`src/rtl/dice_lights_pkg.sv`:
```
// Shared types and code constants for the dice / traffic-lights result bus.
package dice_lights_pkg;

    localparam int unsigned CODE_W = 3;

    typedef enum logic {
        SYNC  = 1'b0,
        TRACK = 1'b1
    } state_t;

    localparam logic [CODE_W-1:0] LT_RED     = 3'b100;
    localparam logic [CODE_W-1:0] LT_RED_AMB = 3'b110;
    localparam logic [CODE_W-1:0] LT_GREEN   = 3'b001;
    localparam logic [CODE_W-1:0] LT_AMBER   = 3'b010;

    localparam logic [CODE_W-1:0] DICE_MIN = 3'd1;
    localparam logic [CODE_W-1:0] DICE_MAX = 3'd6;

endpackage

```
`src/rtl/dice_lights_next.sv`:
```
// Combinational successor and legality of a result code in the selected mode.
module dice_lights_next
    import dice_lights_pkg::*;
(
    input  logic              sel,
    input  logic [CODE_W-1:0] code,
    output logic [CODE_W-1:0] next_code,
    output logic              legal
);

    always_comb begin
        next_code = '0;
        legal     = 1'b0;
        if (sel) begin
            case (code)
                LT_RED:     begin next_code = LT_RED_AMB; legal = 1'b1; end
                LT_RED_AMB: begin next_code = LT_GREEN;   legal = 1'b1; end
                LT_GREEN:   begin next_code = LT_AMBER;   legal = 1'b1; end
                LT_AMBER:   begin next_code = LT_RED;     legal = 1'b1; end
                default:    begin next_code = '0;         legal = 1'b0; end
            endcase
        end else if (code >= DICE_MIN && code <= DICE_MAX) begin
            legal     = 1'b1;
            next_code = (code == DICE_MAX) ? DICE_MIN : code + CODE_W'(1);
        end
    end

endmodule

```
`config.mk`:
```
export PLATFORM = sky130hd
export DESIGN_NAME = dice_lights_next
export DESIGN_NICKNAME = d
export VERILOG_FILES = /design/src/rtl/dice_lights_pkg.sv /design/src/rtl/dice_lights_next.sv
export SDC_FILE = /design/constraint.sdc
export NUM_CORES = 1
export LEC_CHECK = 0
export BUFFER_PORTS_ARGS = -buffer_cell sky130_fd_sc_hd__buf_4
export CORE_AREA = 3 3 40 42
export DETAILED_ROUTE_END_ITERATION = 6
export DIE_AREA = 0 0 43 45
export GPL_TIMING_DRIVEN = 0
export SYNTH_ARGS = -nofsm -noshare
export SYNTH_HDL_FRONTEND = slang
export SYNTH_SLANG_ARGS = --single-unit
```
`constraint.sdc`:
```
create_clock -name vclk -period 0.8
set_input_delay 0 -clock vclk [all_inputs]
set_output_delay 0 -clock vclk [all_outputs]
set_load 0.02 [all_outputs]
```
### Yosys cells after proc, flatten, opt, wreduce, memory -nomap -nowiden

Cells that the tools add are included.

* register bits after elaboration: 0
* bits in latches: 0
* bits in writable memories: 0
* ROM bits: 0
* bits of input ports: 4
* output and inout port bits: 4
* logic and storage cells: 16
* memories: 0

* add/subtract/negate cells: 1
* multipliers: 0
* divide/modulo/power cells: 0
* magnitude comparators: 2
* equal/unequal tests: 4
* shift-type cells: 0
* mux-type cells: 7
* bitwise gates (word level): 0
* reductions and logical operators: 2

Operators by type and width (number)
* $pmux 3 s4: 1
* $mux 3: 3
* $eq 3x3->1 const B: 2
* $reduce_or 4->1: 1
* $add 3x1->3 const B: 1
* $eq 3x1->1 const B: 1
* $eq 3x2->1 const B: 1
* $ge 3x1->1 const B: 1
* $le 3x3->1 const B: 1
* $mux 1: 3
* $logic_and 1x1->1: 1

### Depth between registers and ports, before layout

Gate-level depths: netlist of the first run.

* depth after elaboration: 4
* gate-level depth with buffers: 4
* depth with buffers taken out: 3

### Worst setup path after synthesis of the first run

Ideal clock, no wire load.

* kind: input port to output port
* from: input code[0]
* to: output next_code[2]
* arrival time: 789 ps
* data required time: 800 ps
* setup slack: 11 ps
* stages on the path: 3
* path buffers: 1
* path through: buf_4 o21bai_1 a221oi_1

* word-level cells in the longest chain between the ends: 4
* elaborated cells on any way between the ends: 12
* those cells by class: 1 x add/sub; 2 x order compare; 4 x eq/ne; 4 x mux; 1 x reduce/logical

RTL lines
* from (decl): RTL line dice_lights_next.sv:6 `input logic [CODE_W-1:0] code,`
* $add 3x1->3 (tied with other cells): RTL line dice_lights_next.sv:24 `next_code = (code == DICE_MAX) ? DICE_MIN : code + CODE_W'(1);`
* $mux 3 or $logic_and 1x1->1 (tied branches): RTL line dice_lights_next.sv:24, dice_lights_next.sv:22
* $mux 3: RTL line dice_lights_next.sv:22 `end else if (code >= DICE_MIN && code <= DICE_MAX) begin`
* $mux 3 *: RTL line dice_lights_next.sv:14 `if (sel) begin`
* to (decl): RTL line dice_lights_next.sv:7 `output logic [CODE_W-1:0] next_code,`

Mark *: on every way between the ends. The rest lies on a longest branch, timed or not.

### Worst setup path in the final report of the first run

* from: input code[2]
* to: output next_code[2]

The elaborated chain is that of the path after synthesis.

==> flow_metrics.tcl, run 1 <==
set metrics [dict create \
    initial_core_util_pct 6.52 \
    first_global_vias 107 \
    dr.pass1.iters 2 \
    holdWs_ps 322 \
    finalSetupTns_ps 0 \
    n_antenna_cell 0 \
    run_status "complete, no violations" \
    dr_total_vias 131 \
    rsz_0062_raised_after_global_routing "no" \
    period_needed_ps 704 \
    worst-setup-path-type "input port to output port" \
    cp_cell_sequence "buf_4, o21bai_1, a221oi_2, buf_4" \
    synth_seq_area_share_pct 0 \
    ir_worst_vdd_mv 0.146 \
    slew_headroom_pct 85.4 \
    fp.coreArea_um2 1280 \
    critPathArrivalTime_ps 700 \
    detailed_place_hpwl_um 213 \
    syn-cell-area_um2 83.8 \
    yosys_warnings 0 \
    io_pins 8 \
    n_clock_buffer 0 \
    fillerInstances 155 \
    die_outline_height_um 45 \
    cpMostUsedCell "sky130_fd_sc_hd__buf_4" \
    gr-total-overflow 0 \
    layout-area-overhead-vs-synth_pct 92.5 \
    worst_hold_path.endpoint "next_code[0]" \
    crit_path_top_delay_cell "sky130_fd_sc_hd__a221oi_2" \
    min_from "code[0]" \
    finalCritPeriodShare_pct 88.0 \
    numSequentialCells 0 \
    post_cts.repair.setup_buffers 0 \
    dp_slack_ps 53.3 \
    routability_driven_placement_congestion_ratio 0.673 \
    power.leakage_nw 0.0667 \
    fin_nets 28 \
    worstHoldPathType "input port to output port" \
    slew_viols_final 0 \
    synth.distinct_cells 10 \
    post-route-drc-count 0 \
    routed_via_density 3.54 \
    sequential_cell_area_um2 0 \
    synth_area_per_cell_um2 5.59 \
    syn-num-nets 19 \
    slowest_stage_delay_cp_ps 230 \
    std_cell_rows 13 \
    port_buffers 7 \
    maxClockFrequency_ghz 1.42 \
    ctsHoldBuffers 0 \
    post_route_worst_setup_slack_ps 95.6 \
    detailedRoute.firstIterationViolations 1 \
    end_kind "output port" \
    max_cap_violations 0 \
    power_density_normalized_to_cell_area_nw_per_um2 706 \
    grt_antenna_before_repair 0 \
    final_count_of_hold_timing_violations 0 \
    multiInputGateArea_um2 82.6 \
    grtUsageTotal_pct 2.82 \
    postCtsResizedCells 0 \
    timing.critical_path.required_ps 800 \
    grt_start_max_net_pins 8 \
    finalWirelength_um 288 \
    nature_of_the_critical_path_startpoint "input port" \
    grt_pass1_wl_um 455 \
    hold_path_depth 3 \
    critical_path.max_fanout 6 \
    report.final.setup_viol 0 \
    worst_slew_pin_slew_ps 218 \
    die_width_um 43 \
    drtAntennaViolNets 0 \
    die_area_um2 1940 \
    netlist_instances 15 \
    route.detailed.wl_per_inst_um 7.78 \
    fraction_of_final_layout_cells_with_drive_strength_greater_than_1_pct 40.9 \
]
worst max path at each step:
stage	startpoint	end	slack (ps)	cells past startpoint
5_1_grt	code[2]	next_code[2]	30	4
3_3_place_gp	code[2]	next_code[2]	30	4
6_report	code[2]	next_code[2]	100	4
3_5_place_dp	code[2]	next_code[2]	50	4
2_1_floorplan	code[0]	next_code[2]	10	3
4_1_cts	code[2]	next_code[2]	40	4
synthesized netlist by cell type:
library cell,instances,area [µm²]
sky130_fd_sc_hd__o21bai_1,1,7.51
sky130_fd_sc_hd__nor3_1,1,5.00
sky130_fd_sc_hd__a221oi_1,1,8.76
sky130_fd_sc_hd__nand2_1,3,11.3
sky130_fd_sc_hd__o21ai_1,3,15.0
sky130_fd_sc_hd__buf_4,1,7.51
sky130_fd_sc_hd__nand3_1,1,5.00
sky130_fd_sc_hd__xor2_1,1,8.76
sky130_fd_sc_hd__nor2_1,2,7.51
sky130_fd_sc_hd__o21a_1,1,7.51
report_power, final:
group	internal (W)	switching [W]
clock	0	0
sequential	0	0
combinational	0.0000520	0.0000619
total	0.0000520	0.0000619
stage by stage:
stage                     util [%]  instances  cell area (µm²)  total power [W]
after floorplan                  -         15             83.8        0.0000584
after global placement        12.1         37              155         0.000108
after detailed placement      12.1         37              155         0.000110
after CTS                     12.1         37              155         0.000110
after global routing          12.6         37              161         0.000127
final                         12.6         37              161         0.000114
placed cells by master, fill, tap and decap left out:
cell and count:
sky130_fd_sc_hd__o21bai_1 1, sky130_fd_sc_hd__nand2_1 3, sky130_fd_sc_hd__nand3_1 1, sky130_fd_sc_hd__o21a_1 1, sky130_fd_sc_hd__a221oi_2 1, sky130_fd_sc_hd__nor3_1 1
sky130_fd_sc_hd__xor2_1 1, sky130_fd_sc_hd__o21ai_1 3, sky130_fd_sc_hd__buf_4 8, sky130_fd_sc_hd__nor2_1 2
metal layers:
| metal | part of all wire (%) | vias to the layer above | GRT usage [%] |
|---|---|---|---|
| met1 | 51 | 55 | 4.52 |
| met5 | 0 | - | 0 |
| met2 | 28 | 8 | 3.59 |
| met3 | 20 | 0 | 1.20 |
| li1 | - | 68 | - |
| met4 | 0 | 0 | 0 |
critical path: cells and delay by family:
kind / cells / cell delay, ps
buffers and inverters: 2 / 310
AO/OA/AOI/OAI: 2 / 390
area by class of cell:
type | instances | area share (%)
multi-input combinational | 14 | 51.2
timing repair buffer | 7 | 32.6
tap | 15 | 11.6
buffer | 1 | 4.65
cells by family (layout without fill, tap and decap cells):
family | after synthesis | in the layout | share of synthesized area [%]
AOI/OAI and AO/OA | 6 | 6 | 46.3
and+or+nand+nor | 7 | 7 | 34.3
buffers and inverters | 1 | 8 | 8.96
xor gates and xnor gates | 1 | 1 | 10.4
Power figures use the tool's default switching activity.
==> run 2, diff against run 1 <==
Settings changed: CELL_PAD_IN_SITES_DETAIL_PLACEMENT set to 1, CELL_PAD_IN_SITES_GLOBAL_PLACEMENT set to 2, PLACE_DENSITY_LB_ADDON set to 0.1.
==> flow_metrics.tcl, run 2 (same netlist as run 1, synthesis figures left out) <==
set metrics [dict create \
    postPlaceCellArea_um2 155 \
    cp_cell_sequence "buf_4, o21bai_1, a221oi_1, buf_4" \
    finalSetupTns_ps 0 \
    run_status "complete, no violations" \
    route.detailed.wl_per_inst_um 8.27 \
    post-route-drc-count 0 \
    period_needed_ps 710 \
    met2_usage_pct 5.09 \
    worst_slew_pin_slew_ps 237 \
    grt_busiest_layer "met2" \
    finish.instance_area_um2 155 \
    maxClockFrequency_ghz 1.41 \
    gr-total-overflow 0 \
    numSequentialCells 0 \
    port_buffers 7 \
    drtAntennaViolNets 0 \
    max_cap_violations 0 \
    detailed_place_hpwl_um 255 \
    slowest_stage_delay_cp_ps 240 \
    final_count_of_hold_timing_violations 0 \
    worstHoldPathType "input port to output port" \
    power_density_normalized_to_cell_area_nw_per_um2 699 \
    wp_buf_inv 2 \
    sequential_cell_area_um2 0 \
    holdWs_ps 316 \
    die_width_um 43 \
    post_route_worst_setup_slack_ps 90.4 \
    fin_nets 28 \
    die_area_um2 1940 \
    detailedRoute.firstIterationViolations 1 \
    layout-area-overhead-vs-synth_pct 85.1 \
    mostFrequentLayoutCell "sky130_fd_sc_hd__buf_4" \
    cpMostUsedCell "sky130_fd_sc_hd__buf_4" \
    hold_path_depth 3 \
    multiInputGateArea_um2 76.3 \
    std_cell_rows 13 \
    ir_worst_vdd_mv 0.117 \
    fp.coreArea_um2 1280 \
    ctsHoldBuffers 0 \
    first_global_vias 122 \
    crit_family "compound AO/OA/AOI/OAI gates" \
    path_depth 4 \
    met1_track_usage_gr_pct 4.76 \
    grt_start_max_net_pins 8 \
    cp-startpoint "code[2]" \
    power.leakage_nw 0.0654 \
    post_cts.repair.setup_buffers 0 \
    postCtsResizedCells 0 \
    dp_slack_ps 79.7 \
    finalCritPeriodShare_pct 88.7 \
    finalWirelength_um 306 \
    worst-setup-path-type "input port to output port" \
    rsz_0062_raised_after_global_routing "no" \
    fraction_of_final_layout_cells_with_drive_strength_greater_than_1_pct 36.4 \
    io_pins 8 \
    use_met3_pct 1.20 \
    initial_core_util_pct 6.52 \
    report.final.setup_viol 0 \
    routability_driven_placement_congestion_ratio 0.609 \
    crit_path_top_delay_cell "sky130_fd_sc_hd__a221oi_1" \
    grt_pass1_wl_um 538 \
    dr_total_vias 122 \
    grt_antenna_before_repair 0 \
    end_kind "output port" \
    final_util_pct 12.1 \
    nature_of_the_critical_path_startpoint "input port" \
    n_antenna_cell 0 \
    grtUsageTotal_pct 3.32 \
    n_clock_buffer 0 \
    mostFrequentLayoutCells "sky130_fd_sc_hd__buf_4 (8), sky130_fd_sc_hd__nand2_1 (3), sky130_fd_sc_hd__o21ai_1 (3)" \
    timing.critical_path.required_ps 800 \
    fillerInstances 161 \
    die_outline_height_um 45 \
    dr.pass1.iters 2 \
    critPathArrivalTime_ps 710 \
    slew_headroom_pct 84.2 \
    slew_viols_final 0 \
    timing.critical_path.to "next_code[2]" \
    routed_via_density 3.30 \
    critical_path.max_fanout 6 \
]
run 2: tightest hold or removal path, cell delays in order:
cell,delay [ps]
sky130_fd_sc_hd__buf_4,120
sky130_fd_sc_hd__nor2_1,50
sky130_fd_sc_hd__buf_4,140
run 2: where the power goes:
group          internal (W)  switching (W)
combinational     0.0000502      0.0000582
clock                     0              0
sequential                0              0
total             0.0000502      0.0000582
run 2: worst min-delay path by stage:
stage / startpoint / to
after detailed placement: code[0] / next_code[0]
after floorplan: code[1] / next_code[2]
after global placement: code[0] / next_code[0]
final: code[0] / next_code[0]
after CTS: code[0] / next_code[0]
after global routing: code[0] / next_code[0]
run 2: cell type report:
| class | instances | share of cell area (%) |
|---|---|---|
| Multi-Input combinational cell | 14 | 49.2 |
| Tap cell | 15 | 12.1 |
| Timing Repair Buffer | 7 | 33.9 |
| Buffer | 1 | 4.84 |
run 2: layer usage:
layer | routed length (µm) | part of all wire [%] | vias to the layer above
li1 | - | - | 68
met1 | 154 | 50 | 48
met2 | 117 | 38 | 6
met3 | 34 | 11 | 0
met4 | 0 | 0 | 0
met5 | 0 | 0 | -
run 2: stage by stage:
stage                     power [W]  std cells
after CTS                  0.000111         37
after detailed placement   0.000111         37
after global placement     0.000112         37
after global routing       0.000122         37
final                      0.000108         37
after floorplan           0.0000584         15
